`src/rtl/p405s_icu_pkg.sv`:
```
// Shared ICU fetch definitions: va1 state encoding, reset vector and fetch granule.
package p405s_icu_pkg;

    typedef enum logic [1:0] {
        BOOT      = 2'b00,
        RUN       = 2'b01,
        MISS_WAIT = 2'b10
    } icu_state_e;

    localparam int unsigned ADDR_W            = 32;
    localparam logic [0:31] RESET_VEC_DEFAULT = 32'hFFFF_FFFC;
    localparam int unsigned FETCH_GRAN        = 8;

endpackage

```
`src/rtl/p405s_icu_seq_inc.sv`:
```
// Doubleword incrementer: aligns down to the fetch granule and steps one granule.
module p405s_icu_seq_inc
    import p405s_icu_pkg::*;
(
    input  logic [0:ADDR_W-1] addr,
    output logic [0:ADDR_W-1] next_addr
);

    localparam int unsigned OFS_W = $clog2(FETCH_GRAN);
    localparam int unsigned DW_W  = ADDR_W - OFS_W;

    // Carry out of the top bit is dropped, so the last doubleword wraps to zero.
    assign next_addr = {DW_W'(addr[0:DW_W-1] + DW_W'(1)), OFS_W'(0)};

endmodule

```
`src/rtl/p405s_icu_fetch_addr_gen.sv`:
```
// Va1-stage fetch address generator: sequential advance, redirect, stall hold,
// miss capture and replay, plus a saturating miss counter.
module p405s_icu_fetch_addr_gen
    import p405s_icu_pkg::*;
#(
    parameter logic [0:31] RESET_VEC = RESET_VEC_DEFAULT,
    parameter int unsigned CNT_W     = 16
) (
    input  logic             CB,
    input  logic             RESET_N,
    input  logic             redirValid,
    input  logic [0:31]      redirAddr,
    input  logic             stall,
    input  logic             missInd,
    input  logic [0:31]      va2Addr,
    input  logic             fillDone,
    output logic [0:31]      icuVa1,
    output logic             icuVa1Valid,
    output logic             va2E1,
    output logic             missPending,
    output logic [CNT_W-1:0] missCnt
);

    icu_state_e       state_q, state_d;
    logic [0:31]      va_q, va_d;
    logic             va_vld_q, va_vld_d;
    logic [0:31]      miss_addr_q, miss_addr_d;
    logic [CNT_W-1:0] miss_cnt_q, miss_cnt_d;
    logic [0:31]      va_seq;
    logic [0:31]      tgt;
    logic             unused_redir_lsb;

    p405s_icu_seq_inc u_seq (
        .addr      (va_q),
        .next_addr (va_seq)
    );

    // Redirect targets are word aligned; the low two bits are dropped.
    assign tgt              = {redirAddr[0:29], 2'b00};
    assign unused_redir_lsb = ^redirAddr[30:31];

    always_ff @(posedge CB or negedge RESET_N) begin
        if (!RESET_N) begin
            state_q     <= BOOT;
            va_q        <= RESET_VEC;
            va_vld_q    <= 1'b0;
            miss_addr_q <= '0;
            miss_cnt_q  <= '0;
        end else begin
            state_q     <= state_d;
            va_q        <= va_d;
            va_vld_q    <= va_vld_d;
            miss_addr_q <= miss_addr_d;
            miss_cnt_q  <= miss_cnt_d;
        end
    end

    always_comb begin
        state_d     = state_q;
        va_d        = va_q;
        va_vld_d    = va_vld_q;
        miss_addr_d = miss_addr_q;
        miss_cnt_d  = miss_cnt_q;
        unique case (state_q)
            BOOT: begin
                va_d     = redirValid ? tgt : RESET_VEC;
                va_vld_d = 1'b1;
                state_d  = RUN;
            end
            RUN: begin
                if (redirValid) begin
                    va_d     = tgt;
                    va_vld_d = 1'b1;
                end else if (missInd) begin
                    miss_addr_d = va2Addr;
                    va_vld_d    = 1'b0;
                    state_d     = MISS_WAIT;
                    if (miss_cnt_q != {CNT_W{1'b1}}) begin
                        miss_cnt_d = miss_cnt_q + CNT_W'(1);
                    end
                end else if (!stall && va_vld_q) begin
                    va_d = va_seq;
                end
            end
            MISS_WAIT: begin
                // A fill arriving with a redirect is dropped; the redirect wins.
                if (redirValid) begin
                    va_d     = tgt;
                    va_vld_d = 1'b1;
                    state_d  = RUN;
                end else if (fillDone) begin
                    va_d     = miss_addr_q;
                    va_vld_d = 1'b1;
                    state_d  = RUN;
                end
            end
            default: begin
                state_d = BOOT;
            end
        endcase
    end

    assign icuVa1      = va_q;
    assign icuVa1Valid = va_vld_q;
    assign missPending = (state_q == MISS_WAIT);
    assign missCnt     = miss_cnt_q;
    assign va2E1       = va_vld_q & ~stall & ~missInd & ~redirValid & (state_q != MISS_WAIT);

endmodule

```
`config.mk`:
```
export PLATFORM = sky130hd
export DESIGN_NAME = p405s_icu_fetch_addr_gen
export DESIGN_NICKNAME = d
export VERILOG_FILES = /design/src/rtl/p405s_icu_pkg.sv /design/src/rtl/p405s_icu_seq_inc.sv /design/src/rtl/p405s_icu_fetch_addr_gen.sv
export SDC_FILE = /design/constraint.sdc
export NUM_CORES = 1
export LEC_CHECK = 0
export ABC_AREA = 1
export CAP_MARGIN = 25
export CORE_UTILIZATION = 55
export DETAILED_ROUTE_END_ITERATION = 6
export DONT_BUFFER_PORTS = 1
export PLACE_DENSITY = 0.7
export SLEW_MARGIN = 25
export SYNTH_ARGS = -nofsm -noshare
export SYNTH_HDL_FRONTEND = slang
export SYNTH_SLANG_ARGS = --single-unit
```
`constraint.sdc`:
```
create_clock -name CB -period 4.15 [get_ports CB]
set_clock_uncertainty 0.05 [all_clocks]
set_input_delay 1.245 -clock CB [delete_from_list [all_inputs] [get_ports CB]]
set_output_delay 1.245 -clock CB [all_outputs]
set_load 0.005 [all_outputs]
```
-- After elaboration in Yosys (flattened, before gate mapping)
Index checks and enable logic that the tools add are counted.
- logic and storage cells: 50
- register bits after elaboration: 83
- output and inout port bits: 51
- input bits: 70
- bitwise gates (word level): 7
- reductions and logical operators: 9
- $add $sub $neg: 2
- mux-type cells: 17
- equal/unequal tests: 10
- operators with widths (kind ; count):
    $mux 32 ; 6
    $pmux 32 s3 ; 1
    $add 29x1->29 const B ; 1
    $add 16x1->16 const B ; 1
    $ne 16x16->1 const B ; 1
    $ne 3x3->1 const B ; 4
    $reduce_and 3->1 ; 3
    $mux 2 ; 4
    $reduce_and 4->1 ; 2
    $ne 2x2->1 const B ; 3
    $pmux 2 s3 ; 1
    $and 1x1->1 ; 4
    $mux 1 ; 4
    $not 1->1 ; 3
    $pmux 1 s3 ; 1
    $reduce_bool 3->1 ; 1
    $eq 2x1->1 const B ; 1
    $eq 2x2->1 const B ; 1
    $logic_not 2->1 ; 1
    $logic_and 1x1->1 ; 1
    $logic_not 1->1 ; 1

-- Longest topological paths before layout
- depth in word-level cells: 6
- depth in mapped cells: 14
- mapped depth without buffers: 12

-- Modules after synthesis
A second synthesis with hierarchy kept.
- cell total of the unflattened synthesis: 716
- area, all modules: 5116.2 um2
- by module, submodules not included (module ; instances ; cells each ; area an instance (um2) ; sequential area each (um2)):
    p405s_icu_fetch_addr_gen ; 1 ; 551 ; 4277.9 ; 2114.5
    p405s_icu_seq_inc ; 1 ; 165 ; 838.3 ; 0.0

-- Worst setup path before layout
Ideal clock, no wire load.
- kind: input port to output port
- start point: input redirValid
- end point: output va2E1
- path buffers: 2
- arrival: 1899 ps
- stages: 3
- required time: 2855 ps
- setup slack: 956 ps
- cells stage by stage: buf_6 clkbuf_1 nor4_1
- word-level cells in the longest chain between the ends: 3
- ends and longest elaborated chain (element ; line ; source):
    from (decl) ; p405s_icu_fetch_addr_gen.sv:11 ; input logic redirValid,
    $not 1->1 (no source line) ; - ;
    $and 1x1->1 (2 in series) ; p405s_icu_fetch_addr_gen.sv:107 ; assign va2E1 = va_vld_q & ~stall & ~missInd & ~redirValid & (state_q != MISS_WAIT);
    to (decl) ; p405s_icu_fetch_addr_gen.sv:19 ; output logic va2E1,
No other way between the ends.

-- Worst setup path in the final report
- start point: input stall
- end point: output va2E1
- word-level cells in the longest chain between the ends: 5
- ends and longest elaborated chain (element ; line ; source):
    from (decl) ; p405s_icu_fetch_addr_gen.sv:13 ; input logic stall,
    $not 1->1 ; p405s_icu_fetch_addr_gen.sv:107 ;
    $and 1x1->1 (4 in series) ; p405s_icu_fetch_addr_gen.sv:107 ;
No other way between the ends.

==> results by group <==
Run
  • Max-Cap Viols: 0

Floorplanning
  • Die area: 9980 µm²
  • Io pins: 121
  • Die height: 99.9 µm
  • Effective utilization at floorplan: 56.8%
  • # rows: 35
  • Die X: 99.9 µm
  • Total core area: 9280 µm²

Clock network
  • Later-pin clock latency in the skew report: 370 ps
  • CTS tree: built
  • CTS H-tree depth: 3
  • TritonCTS Buffers: 9
  • Root Buffer: clkbuf_8
  • Clock Path Buffers: 2
  • Clk pin slew, worst setup/hold paths: 90 ps
  • Post-CTS setup buffer count: 0
  • Clock sink count: 83
  • Hold Buf Count CTS: 0
  • Post-CTS sizing: 0

Critical path
  • CP Max Fanout: 2
  • Critical Path Max Stage Delay: 320 ps
  • Startpoint types: input pin
  • Slowest stage cell, crit path: nor4_1
  • Req. time, crit path: 2850 ps
  • Setup CP Type: input pin to output port
  • Crit path cell chain: or2_2 > nor4_1
  • Top delay family on crit path: simple AND/OR/NAND/NOR gates
  • Buffers & Inverters on Critical Path: 0
  • Worst EP arrival: 1850 ps
  • Crit end category: output port

Power
  • Part of the power in combinational logic: 43.9%
  • Psw: 2.05 mW
  • Pwr dens: 797 nW/µm²
  • Max IR drop VDD: 0.552 mV
  • Switching share of power: 46.7%
  • Total power: 4.40 mW
  • Clock power frac: 15.7%
  • Sequential Power Share: 40.4%
  • Leak pwr: 2.59 nW
  • Internal power: 2.35 mW

Layout
  • Most frequent cells in the layout: nand2_1 (292), nor2_1 (111), inv_1 (57)
  • ANT cells: 0
  • Area grow syn2layout: 4.75%
  • Util after Layout: 59.5%
  • Final nets: 838
  • Fin cells: 896
  • Most common cell after layout, fill and taps aside: nand2_1
  • Share of layout cells above drive strength 1: 8.34%

Logic synthesis
  • Sequential share of the synthesized area: 40.1%
  • Mapped Area: 5270 µm²
  • Post-synth EDFFs: 0
  • Synth Flop Type: dfrtp_1
  • Avg Inst Size Synth: 6.78 µm²
  • Seq cells post-synth: 83
  • Async SR Flop Fraction: 100%
  • Post-Syn Instances: 778
  • Mapped Nets: 854
  • Synth unique cells: 38
  • Synth Warn #: 0

Route
  • Vias: 4964
  • Drt via density: 5.54
  • DR DRC count: 0
  • Wire per inst: 15.5 µm
  • Drt pass-1 iters: 5
  • Starting DRC count in detailed routing: 292
  • WL final: 13900 µm
  • Post-DRT Antenna Nets: 0

Run status
  • Status: completed

GRT
  • First-pass GRT wire length: 23000 µm
  • Vias in the first global route: 4838
  • Initial antenna violation count: 0
  • Congestion Overflow GR: 0
  • Largest net degree at the start of global routing: 84
  • All-Layer GR Usage: 29.2%

Placed design
  • Buffers on Ports: 0
  • Cells after DPL: 880
  • GP Congestion: 0.871
  • HPWL Detailed: 9920 µm

Timing
  • Final Max Slew Viols: 0
  • Setup TNS: 0 ps
  • Hold WS: 437 ps
  • Max-slew headroom: 34.6%
  • Period utilization: 75.8%
  • Min Tclk post-route: 3140 ps
  • Final hold violation count: 0
  • Final setup violation count: 0
  • FMAX: 0.318 GHz
  • RSZ-0062 raised after global routing: no
  • Slew @ Worst Pin: 975 ps

Min path
  • Worst hold path type: flip-flop to flip-flop
==> cells by family after synthesis <==
| kind of cell | count (synthesis) | share of synthesized area [%] |
|---|---|---|
| simple gates | 485 | 37.4 |
| buf+inv | 93 | 7.78 |
| xor+xnor | 19 | 3.16 |
| flops | 83 | 40.1 |
| fa+ha+maj | 6 | 1.42 |
| compound gates | 92 | 10.1 |
==> registers in the layout (all words and copies together) (netlist names) <==
register and cells:
icuVa1 32, missCnt 16, miss_addr_q 32, icuVa1Valid 1, state_q 2
==> per-stage QoR <==
step | cell area, µm² | setup WS (ps)
after floorplan | 5270 | 956
after CTS | 5520 | 989
after detailed placement | 5290 | 897
after global routing | 5520 | 923
final | 5520 | 1010
after global placement | 5290 | 956
==> routing by layer <==
metal	up-vias	part of all wire, %	track usage (%)
met5	-	0	0
met4	0	1.4	8.71
met2	168	48	49.0
li1	2440	-	-
met3	16	7.6	6.55
met1	2340	43	37.7
==> synth_stat cells, types with 2 or more instances <==
cell	number	area share [%]
dfrtp_1	53	25
a221oi_1	4	0.66
a21oi_1	29	2.8
nor3_1	27	2.6
inv_4	3	0.36
o221ai_1	2	0.33
buf_2	7	0.66
xor2_1	16	2.7
clkbuf_1	14	1.0
inv_1	58	4.1
o21bai_1	2	0.28
buf_1	2	0.14
nor2_2	2	0.24
buf_4	3	0.43
dfstp_2	30	15
o21ai_1	2	0.19
inv_2	2	0.14
nand4_1	7	0.83
nand3_1	39	3.7
o21ai_0	38	3.6
nand2_1	292	21
buf_6	3	0.64
ha_1	6	1.4
o211ai_1	9	1.3
nor2_1	111	7.9
o22ai_1	2	0.24
xnor2_1	3	0.50
nor2_4	2	0.43
==> cell type report <==
class	instances	area, µm²
fillers	901	3760
multi-input cells	602	2750
flip-flops and latches	83	2110
inverters	63	244
well taps	129	161
clock buffers	10	138
clock inverters	6	95.1
repair buffers	3	22.5
==> final timing paths <==
| path | start | endpoint | slack [ps] | depth (start not counted) |
|---|---|---|---|---|
| worst max-delay path | stall | va2E1 | 1010 | 2 |
| worst min-delay path | miss_addr_q[4] | miss_addr_q[4] | 440 | 2 |
| worst max register to register | state_q[0] | icuVa1[17] | 1160 | 7 |
| worst min register to register | miss_addr_q[4] | miss_addr_q[4] | 440 | 2 |
| max in group asynchronous | RESET_N | icuVa1[20] | 3290 | 0 |
| min in group asynchronous | RESET_N | miss_addr_q[13] | 520 | 0 |
==> power by group through the flow <==
stage	Sequential, mW	Combinational (mW)	Clock [mW]
detailed placement	1.79	1.91	0
CTS	1.78	1.93	0.695
global placement	1.78	1.85	0
floorplan	1.63	1.65	0
finish	1.78	1.93	0.690
global route	1.84	2.23	0.733
No activity file was read; power rests on OpenSTA's default activity.
==> RTL edit, RTL diff (same flow settings) <==
Encoding of `icu_state_e`: now one-hot (3 bits for 3 states).
--- a/src/rtl/p405s_icu_pkg.sv
+++ b/src/rtl/p405s_icu_pkg.sv
@@ -2,8 +2,8 @@
 package p405s_icu_pkg;
 
-    typedef enum logic [1:0] {
-        BOOT      = 2'b00,
-        RUN       = 2'b01,
-        MISS_WAIT = 2'b10
+    typedef enum logic [2:0] {
+        BOOT      = 3'b001,
+        RUN       = 3'b010,
+        MISS_WAIT = 3'b100
     } icu_state_e;
 
Formal check against the unedited RTL: no difference found for any inputs over 4 cycles, from zero or initial values and one cycle with RESET_N low; so few cycles prove little.
==> RTL edit against the unedited design <==
The run now ends with DRC left. Sequential cell count increased by 1. Area after synthesis decreased by 3.1%. Wire length decreased by 2.0%. Count of clock-buffer cells in the layout increased by 1. Global-route usage increased by 0.14 points. Total power decreased by 14%. Setup slack improved by 110 ps. Final area decreased by 3.4%. Critical path type unchanged. Largest power group is now registers.
==> RTL edit: results (changes against the unedited design) <==
- PnR worst setup slack: 1110 ps (was 1010 ps)
- Pre-Repair DR Iteration Count: 7 (was 5)
- Fillers: 864 (was 901)
- DRC errors left: 6 (was 0)
- Yosys cell types: 37 (was 38)
- Worst min-delay path startpoint: miss_addr_q[15] (was miss_addr_q[4])
- Synth top area cells: dfrtp_1 (26%), nand2_1 (18%), dfstp_2 (16%), nor2_1 (9.6%), nand3_1 (4.8%) (was dfrtp_1 (25%), nand2_1 (21%), dfstp_2 (15%), nor2_1 (7.9%), inv_1 (4.1%))
- Synth Warn #: 0 (unchanged)
- Top cells by count, synth: nand2_1 (249), nor2_1 (131), inv_1 (57) (was nand2_1 (292), nor2_1 (111), inv_1 (58))
- Hold Path Cell Cnt: 2 (unchanged)
- Crit path DAT: 1740 ps (was 1850 ps)
- Worst min-delay path class: reg2reg (unchanged)
- Crit-path max FO: 3 (was 2)
- Drt wl/cell: 15.9 um (was 15.5 um)
- GPL Wtd Cong: 0.939 (was 0.871)
- Synthesized Nets: 822 (was 854)
- Fin nets: 812 (was 838)
- Setup crit start: missInd (was stall)
- Vias in the first global route: 4,435 (was 4,838)
- DP Cell Count: 837 (was 880)
- First-pass GRT wire length: 22.2 mm (was 23.0 mm)
- R2R Path Start: state_q[2] (was state_q[0])
- Min Hold Slack: 421 ps (was 437 ps)
- Reg2reg setup slack: 1510 ps (was 1160 ps)
- Sw Ratio: 0.440 (was 0.467)
- Via density: 5.53 (was 5.54)
- Initial drt markers: 266 (was 292)
- Worst slew margin: 0.512 (was 0.346)
- Setup WS pre-CTS: 1110 ps (was 897 ps)
- Total track usage: 0.293 (was 0.292)
- Pleak: 2.50 nW (was 2.59 nW)
- Mapped Cells: 750 (was 778)
- Outcome: complete, but fails checks (was completed)
- Failing checks: DRC
- Num CTS Buffers: 9 (unchanged)
- Fraction of layout instances using a drive strength above 1: 0.0980 (was 0.0834)
- Maximum vdd drop: 0.273 mV (was 0.552 mV)
- Largest net degree at the start of global routing: 85 (was 84)
- Fin cells: 853 (was 896)
-- RTL edit: path summary, 6_finish.rpt --
path / to
max: va2E1
min reg2reg: miss_addr_q[15]
max in group asynchronous: icuVa1[3]
max reg2reg: miss_addr_q[11]
min: miss_addr_q[15]
min in group asynchronous: icuVa1Valid
-- RTL edit: cells by family (layout without fill, tap and decap cells) --
group,after synthesis,after routing,synth area share
AO/OA/AOI/OAI,88,88,0.0891
XOR/XNOR,12,12,0.0206
adder cells (fa/ha/maj),2,2,0.00490
buffers and inverters,87,82,0.0764
flip-flops,84,84,0.419
AND/OR/NAND/NOR,477,477,0.390
-- RTL edit: worst max-delay path, stage by stage --
cell and delay (ps):
inv_1 100, nand2_1 90, nor4_1 300
-- RTL edit: power by group through the flow --
stage	Combinational [mW]	Sequential (mW)	Clock, mW
3_5_place_dp	1.40	1.71	0
5_1_grt	1.62	1.77	0.694
3_3_place_gp	1.36	1.70	0
6_report	1.41	1.71	0.655
2_1_floorplan	1.21	1.58	0
4_1_cts	1.40	1.70	0.664
-- RTL edit: cell type report --
| cell class | count | area, um^2 | area share |
|---|---|---|---|
| multi-input cells | 579 | 2580 | 0.483 |
| flip-flops and latches | 84 | 2140 | 0.401 |
| inverters | 62 | 235 | 0.0441 |
| well taps | 108 | 135 | 0.0253 |
| clock buffers | 11 | 131 | 0.0246 |
| clock inverters | 5 | 85.1 | 0.0159 |
| repair buffers | 4 | 30.0 | 0.00563 |
-- RTL edit: per-layer routing --
metal | GRT usage | routed length, um | vias up
met4 | 0.0976 | 230 | 0
met2 | 0.474 | 6240 | 160
met3 | 0.0773 | 1120 | 17
met1 | 0.383 | 5990 | 2182
met5 | 0 | 0 | -
li1 | - | - | 2357
